**src/rtl/div_unit_pkg.sv**
```systemverilog
// Shared definitions for the multi-cycle divider: FSM encodings, step count
// and the {HI, LO} result packing.
package div_unit_pkg;

    localparam int DIV_STEPS = 32;

    typedef enum logic [1:0] {
        DIV_IDLE = 2'd0,
        DIV_ZERO = 2'd1,
        DIV_BUSY = 2'd2,
        DIV_DONE = 2'd3
    } div_state_e;

    // HI holds the remainder, LO holds the quotient
    function automatic logic [63:0] pack_result(input logic [31:0] rem,
                                                input logic [31:0] quo);
        return {rem, quo};
    endfunction

endpackage

```
**src/rtl/div_unit_step.sv**
```systemverilog
// One radix-2 restoring division iteration: shift in a dividend bit, try to
// subtract the divisor, keep the difference only if it did not go negative.
module div_step #(
    parameter int DATA_W = 32
) (
    input  logic [DATA_W-1:0] i_rem,
    input  logic              i_bit,
    input  logic [DATA_W-1:0] i_divisor,
    output logic [DATA_W-1:0] o_rem,
    output logic              o_q
);

    logic [DATA_W:0] w_shifted;
    logic [DATA_W:0] w_trial;

    // Partial remainder is always below the divisor, so the trial fits in DATA_W+1 bits
    assign w_shifted = {i_rem, i_bit};
    assign w_trial   = w_shifted - {1'b0, i_divisor};
    assign o_q       = ~w_trial[DATA_W];
    assign o_rem     = o_q ? w_trial[DATA_W-1:0] : w_shifted[DATA_W-1:0];

endmodule

```
**src/rtl/div_unit.sv**
```systemverilog
// Multi-cycle 32-bit DIV/DIVU unit: operand latch, 32 restoring steps, one
// sign fix-up cycle, then a registered {remainder, quotient} with success_o.
module div_unit
    import div_unit_pkg::*;
#(
    parameter int DATA_W = 32
) (
    input  logic                clk,
    input  logic                rst,
    input  logic                signed_i,
    input  logic [DATA_W-1:0]   dividend_i,
    input  logic [DATA_W-1:0]   divider_i,
    input  logic                start_i,
    output logic [2*DATA_W-1:0] result_o,
    output logic                success_o
);

    localparam logic [4:0] LAST_STEP = 5'(DIV_STEPS - 1);

    div_state_e        r_state;
    div_state_e        w_state_next;
    logic [4:0]        r_cnt;
    logic              r_last;
    logic [DATA_W-1:0] r_dvd;
    logic [DATA_W-1:0] r_dvs;
    logic [DATA_W-1:0] r_rem;
    logic              r_neg_q;
    logic              r_neg_r;
    logic [63:0]       r_result;
    logic [DATA_W-1:0] w_rem_next;
    logic              w_q_bit;

    function automatic logic [DATA_W-1:0] abs_val(input logic signed [DATA_W-1:0] v);
        return v[DATA_W-1] ? DATA_W'(-v) : DATA_W'(v);
    endfunction

    function automatic logic [DATA_W-1:0] neg_if(input logic [DATA_W-1:0] v, input logic n);
        return n ? DATA_W'(~v + 1'b1) : v;
    endfunction

    div_step #(.DATA_W(DATA_W)) u_step (
        .i_rem     (r_rem),
        .i_bit     (r_dvd[DATA_W-1]),
        .i_divisor (r_dvs),
        .o_rem     (w_rem_next),
        .o_q       (w_q_bit)
    );

    always_comb begin
        w_state_next = r_state;
        case (r_state)
            DIV_IDLE: if (start_i) w_state_next = (divider_i == '0) ? DIV_ZERO : DIV_BUSY;
            DIV_ZERO: w_state_next = DIV_DONE;
            DIV_BUSY: begin
                if (!start_i)    w_state_next = DIV_IDLE;
                else if (r_last) w_state_next = DIV_DONE;
            end
            DIV_DONE: if (!start_i) w_state_next = DIV_IDLE;
            default:  w_state_next = DIV_IDLE;
        endcase
    end

    always_ff @(posedge clk) begin
        if (rst) begin
            r_state  <= DIV_IDLE;
            r_cnt    <= '0;
            r_last   <= 1'b0;
            r_dvd    <= '0;
            r_dvs    <= '0;
            r_rem    <= '0;
            r_neg_q  <= 1'b0;
            r_neg_r  <= 1'b0;
            r_result <= '0;
        end else begin
            r_state <= w_state_next;
            case (r_state)
                DIV_IDLE: begin
                    if (start_i && divider_i != '0) begin
                        r_dvd   <= signed_i ? abs_val(dividend_i) : dividend_i;
                        r_dvs   <= signed_i ? abs_val(divider_i) : divider_i;
                        r_rem   <= '0;
                        r_cnt   <= '0;
                        r_last  <= 1'b0;
                        r_neg_q <= signed_i & (dividend_i[DATA_W-1] ^ divider_i[DATA_W-1]);
                        r_neg_r <= signed_i & dividend_i[DATA_W-1];
                    end
                end
                DIV_ZERO: r_result <= '0;
                DIV_BUSY: begin
                    // Quotient bits fill the dividend register from the LSB as it drains
                    if (start_i && !r_last) begin
                        r_rem <= w_rem_next;
                        r_dvd <= {r_dvd[DATA_W-2:0], w_q_bit};
                        r_cnt <= r_cnt + 5'd1;
                        if (r_cnt == LAST_STEP) r_last <= 1'b1;
                    end else if (start_i) begin
                        r_result <= pack_result(neg_if(r_rem, r_neg_r), neg_if(r_dvd, r_neg_q));
                    end
                end
                DIV_DONE: if (!start_i) r_result <= '0;
                default: ;
            endcase
        end
    end

    assign success_o = (r_state == DIV_DONE);
    assign result_o  = r_result;

endmodule

```
**config.mk**
```make
export PLATFORM = sky130hd
export DESIGN_NAME = div_unit
export DESIGN_NICKNAME = d
export VERILOG_FILES = /design/src/rtl/div_unit_pkg.sv /design/src/rtl/div_unit_step.sv /design/src/rtl/div_unit.sv
export SDC_FILE = /design/constraint.sdc
export NUM_CORES = 1
export LEC_CHECK = 0
export ABC_AREA = 1
export CAP_MARGIN = 20
export CORE_ASPECT_RATIO = 1.25
export CORE_MARGIN = 2
export CORE_UTILIZATION = 27
export DETAILED_ROUTE_END_ITERATION = 16
export PLACE_DENSITY = 0.53
export SYNTH_ARGS = -nofsm -noshare
export SYNTH_HDL_FRONTEND = slang
export SYNTH_SLANG_ARGS = --single-unit
```
**constraint.sdc**
```tcl
create_clock -name clk -period 2.35 [get_ports clk]
set_input_delay 0.705 -clock clk [delete_from_list [all_inputs] [get_ports clk]]
set_output_delay 0.705 -clock clk [all_outputs]
set_load 0.1 [all_outputs]
```
==> metrics.yaml <==
outcome:
  status: "completed"
yosys:
  synthFlopType: "dfxtp_1"
  synth_cell_types: 51
  synth_edf_count: 0
  syn_nets: 2279
  yosys-mux-area-fraction_pct: 0
  synth_compound_area_share_pct: 15.90
  synthesis.area_sq_mm: 0.01328
  synth_simple_gate_area_share_pct: 40.37
  avgSynthCellArea_sq_um: 6.114
  synthAdderAreaFrac_pct: 3.731
  ys_async_sr_fraction_pct: 0
  yosysSeqAreaShare_pct: 25.63
  synth_warnings: 0
  synth_top_family_by_area: "simple AND/OR/NAND/NOR gates"
  synth_xor_area_share_pct: 2.440
  synth-seq-cells: 170
  syn-instance-count: 2172
min_path:
  hold_start: "result_o[19]$_SDFFE_PP0P_"
  hold_depth: 2
  hold_end: "result_o[19]$_SDFFE_PP0P_"
  min_path_type: "flop to flop"
global_routing:
  grt_pass1_vias: 13920
  grt_overflow_total: 0
  grt_pass1_wl_mm: 74.71
  grt_usage_pct: 18.52
  antenna_found_initial: 1
  grt_max_degree: 115
sta:
  min_period_ns: 2.328
  worst_pin_slew_ns: 0.9083
  maxSlewHeadroom_pct: 39.36
  max_freq_ghz: 0.4295
  rsz0062_at_grt: "true"
  setup_viol: 0
  hold_viol: 0
  period_share_pct: 99.08
  drv_slew: 0
  whs_ns: 0.4641
  skew_ns: 0.009654
worst_setup_path:
  reg2reg_slack_ns: 0.02
  path_max_fanout: 8
  cp-end-kind: "flop"
  rr_endpoint: "r_rem[13]$_SDFFE_PP0P_"
  r2r_cells: 16
  crit_arrival_ns: 2.64
  critical_path_required_ns: 2.66
  setup.worst_path.start_class: "flop"
  timing_worst_setup_path_type: "flop to flop"
  r2r-start: "r_dvs[0]$_SDFFE_PP0P_"
finish:
  seq_area_sq_mm: 0.003407
  multi_input_area_sq_mm: 0.008930
  drive_gt1_share_pct: 23.59
  fin_area_sq_mm: 0.01831
  final_cell_mix: "nand2_1, buf_4, inv_1, a21oi_1, nand3_1"
  fillCellCount: 5188
  final_common_cell: "nand2_1"
  fin_nets: 2604
  syn_to_final_growth_pct: 37.90
  fin_util_pct: 37.82
route:
  drt-initial-drc-count: 1007
  vias: 14800
  drtPass1Iterations: 5
  ant_nets: 0
  wl_per_cell_um: 15.42
  viasPerCell: 4.691
  finalWirelength_mm: 48.64
  drc: 0
power:
  power.density_mw_per_mm2: 530.8
  clock_power_share_pct: 29.3
  sw_frac_of_total_pct: 39.53
  power_leakage_nw: 8.618
  intPower_w: 0.005878
  seqPwrFrac_pct: 33.2
  power.net_switching_w: 0.003843
  combPwrFrac_pct: 37.6
  vdd_drop_max_v: 0.0003729
  report.power.total_w: 0.009721
clock_network:
  cts-root-buf: "clkbuf_16"
  h-tree-depth: 4
  cts_buffers: 17
  cts_tree: "yes"
  clkSlewWorstSetupHoldPaths_ns: 0.08
  clock_path_buffers: 2
  cts.sinks: 170
  ctsHoldBuffers: 0
  insertion_delay_ns: 0.45
place:
  portBuffers: 132
  hpwl_mm: 38.61
  gp_congestion: 0.9041
  postPlaceCellArea_sq_mm: 0.01680
floorplan:
  rows: 90
  fp.dieW_um: 202.4
  die-area_sq_mm: 0.05099
  core_area_sq_mm: 0.04842
  io_pins: 133
  die_h_um: 252.0
  start_util_pct: 27.43
job:
  cap_violations: 0
-- routing by layer --
metal | vias to the layer above | GRT usage, % | wire length (um)
met5 | - | 0 | 0
met4 | 0 | 9.072 | 1896
met3 | 72 | 1.808 | 1772
met2 | 342 | 30.09 | 22550
met1 | 6725 | 24.50 | 22420
li1 | 7661 | - | -
-- cell usage after synthesis (5+ instances only) --
cell type / n / area, sq um
or2_2: 9 / 56.30
ha_1: 38 / 475.5
nand2_1: 601 / 2256
nor2_1: 174 / 653.1
nand3b_1: 20 / 150.1
a21oi_1: 189 / 945.9
buf_4: 9 / 67.56
o211ai_1: 7 / 52.55
nand2_2: 26 / 162.7
dfxtp_1: 170 / 3403
inv_2: 17 / 63.81
nand4_1: 35 / 219.0
nand3_1: 185 / 925.9
buf_6: 5 / 56.30
nor3_1: 26 / 130.1
o22ai_1: 10 / 62.56
nand2_4: 19 / 214.0
o21ai_0: 113 / 565.5
buf_2: 21 / 105.1
clkbuf_1: 38 / 142.6
xor2_1: 24 / 210.2
a21oi_2: 21 / 183.9
xnor2_1: 13 / 113.9
o21ai_1: 21 / 105.1
inv_1: 293 / 1100
o21bai_1: 5 / 37.54
nor2_2: 5 / 31.28
nand3_2: 35 / 350.3
-- power by group through the flow --
| stage | Sequential [W] | Clock [W] | Combinational [W] |
|---|---|---|---|
| floorplan | 0.00339 | 0 | 0.00197 |
| global placement | 0.00328 | 0 | 0.00330 |
| detailed placement | 0.00328 | 0 | 0.00333 |
| CTS | 0.00322 | 0.00291 | 0.00341 |
| global route | 0.00325 | 0.00302 | 0.00401 |
| finish | 0.00323 | 0.00284 | 0.00365 |
-- how the worst max path moves through the flow --
| stage | from | endpoint | slack, ns |
|---|---|---|---|
| after CTS | r_dvs[31]$_SDFFE_PP0P_ | r_rem[6]$_SDFFE_PP0P_ | 0.002 |
| after global routing | r_dvd[31]$_SDFFE_PP0P_ | r_rem[13]$_SDFFE_PP0P_ | -0.09 |
| after detailed placement | divider_i[0] | r_dvd[0]$_SDFFE_PP0P_ | -0.62 |
| after global placement | divider_i[0] | r_dvs[28]$_SDFFE_PP0P_ | -0.58 |
| final | r_dvs[0]$_SDFFE_PP0P_ | r_rem[13]$_SDFFE_PP0P_ | 0.02 |
| after floorplan | r_dvd[31]$_SDFFE_PP0P_ | r_rem[10]$_SDFFE_PP0P_ | 0.11 |
-- state kept, by name, indices dropped and copies added (netlist names) --
name / cells
r_dvs: 32
result_o: 64
r_neg_q: 1
r_state: 2
r_cnt: 5
r_rem: 32
r_dvd: 32
r_neg_r: 1
r_last: 1
-- timing repair --
item / 4_1_cts / 5_1_grt
buffers inserted: 1 / 8
cloned: 2 / 6
pin swaps: 4 / 39
gates resized for setup: 16 / 133
endpoints found under the setup margin: 93 / 111
-- worst max-delay path, cell delays in order, from the launching register on --
cell and delay (ns):
dfxtp_1 0.36, ha_4 0.18, fa_2 0.37, inv_2 0.08, nand2_2 0.05, nand2_2 0.09
nand3_4 0.07, nand2_4 0.09, nand2_4 0.06, nand2_4 0.06, nand2_4 0.07, buf_6 0.12
nand3_4 0.15, buf_12 0.18, nand3_2 0.10, nand3_2 0.09, a21oi_2 0.05
-- cells by family after synthesis --
group,Yosys count
flops,170
compound gates,383
xor+xnor,37
buf+inv,388
fa+ha+maj,39
simple gates,1155
-- stage by stage --
stage / instances / setup WS (ns) / setup TNS, ns
3_5_place_dp: 3105 / -0.6171 / -65.74
5_1_grt: 3155 / -0.09394 / -1.325
4_1_cts: 3140 / 0.002310 / 0
2_1_floorplan: 2172 / 0.1075 / 0
6_report: 3155 / 0.02153 / 0
3_3_place_gp: 3105 / -0.5804 / -56.93
-- final cells by class --
| type | instances | area share (%) |
|---|---|---|
| tap | 644 | 4.400 |
| sequential | 170 | 18.60 |
| timing repair buffer | 382 | 18.65 |
| clock inverter | 14 | 0.8198 |
| inverter | 310 | 6.354 |
| clock buffer | 18 | 2.398 |
| antenna | 1 | 0.01366 |
| multi-input combinational | 1616 | 48.76 |
(Power assumes the default switching activity.)
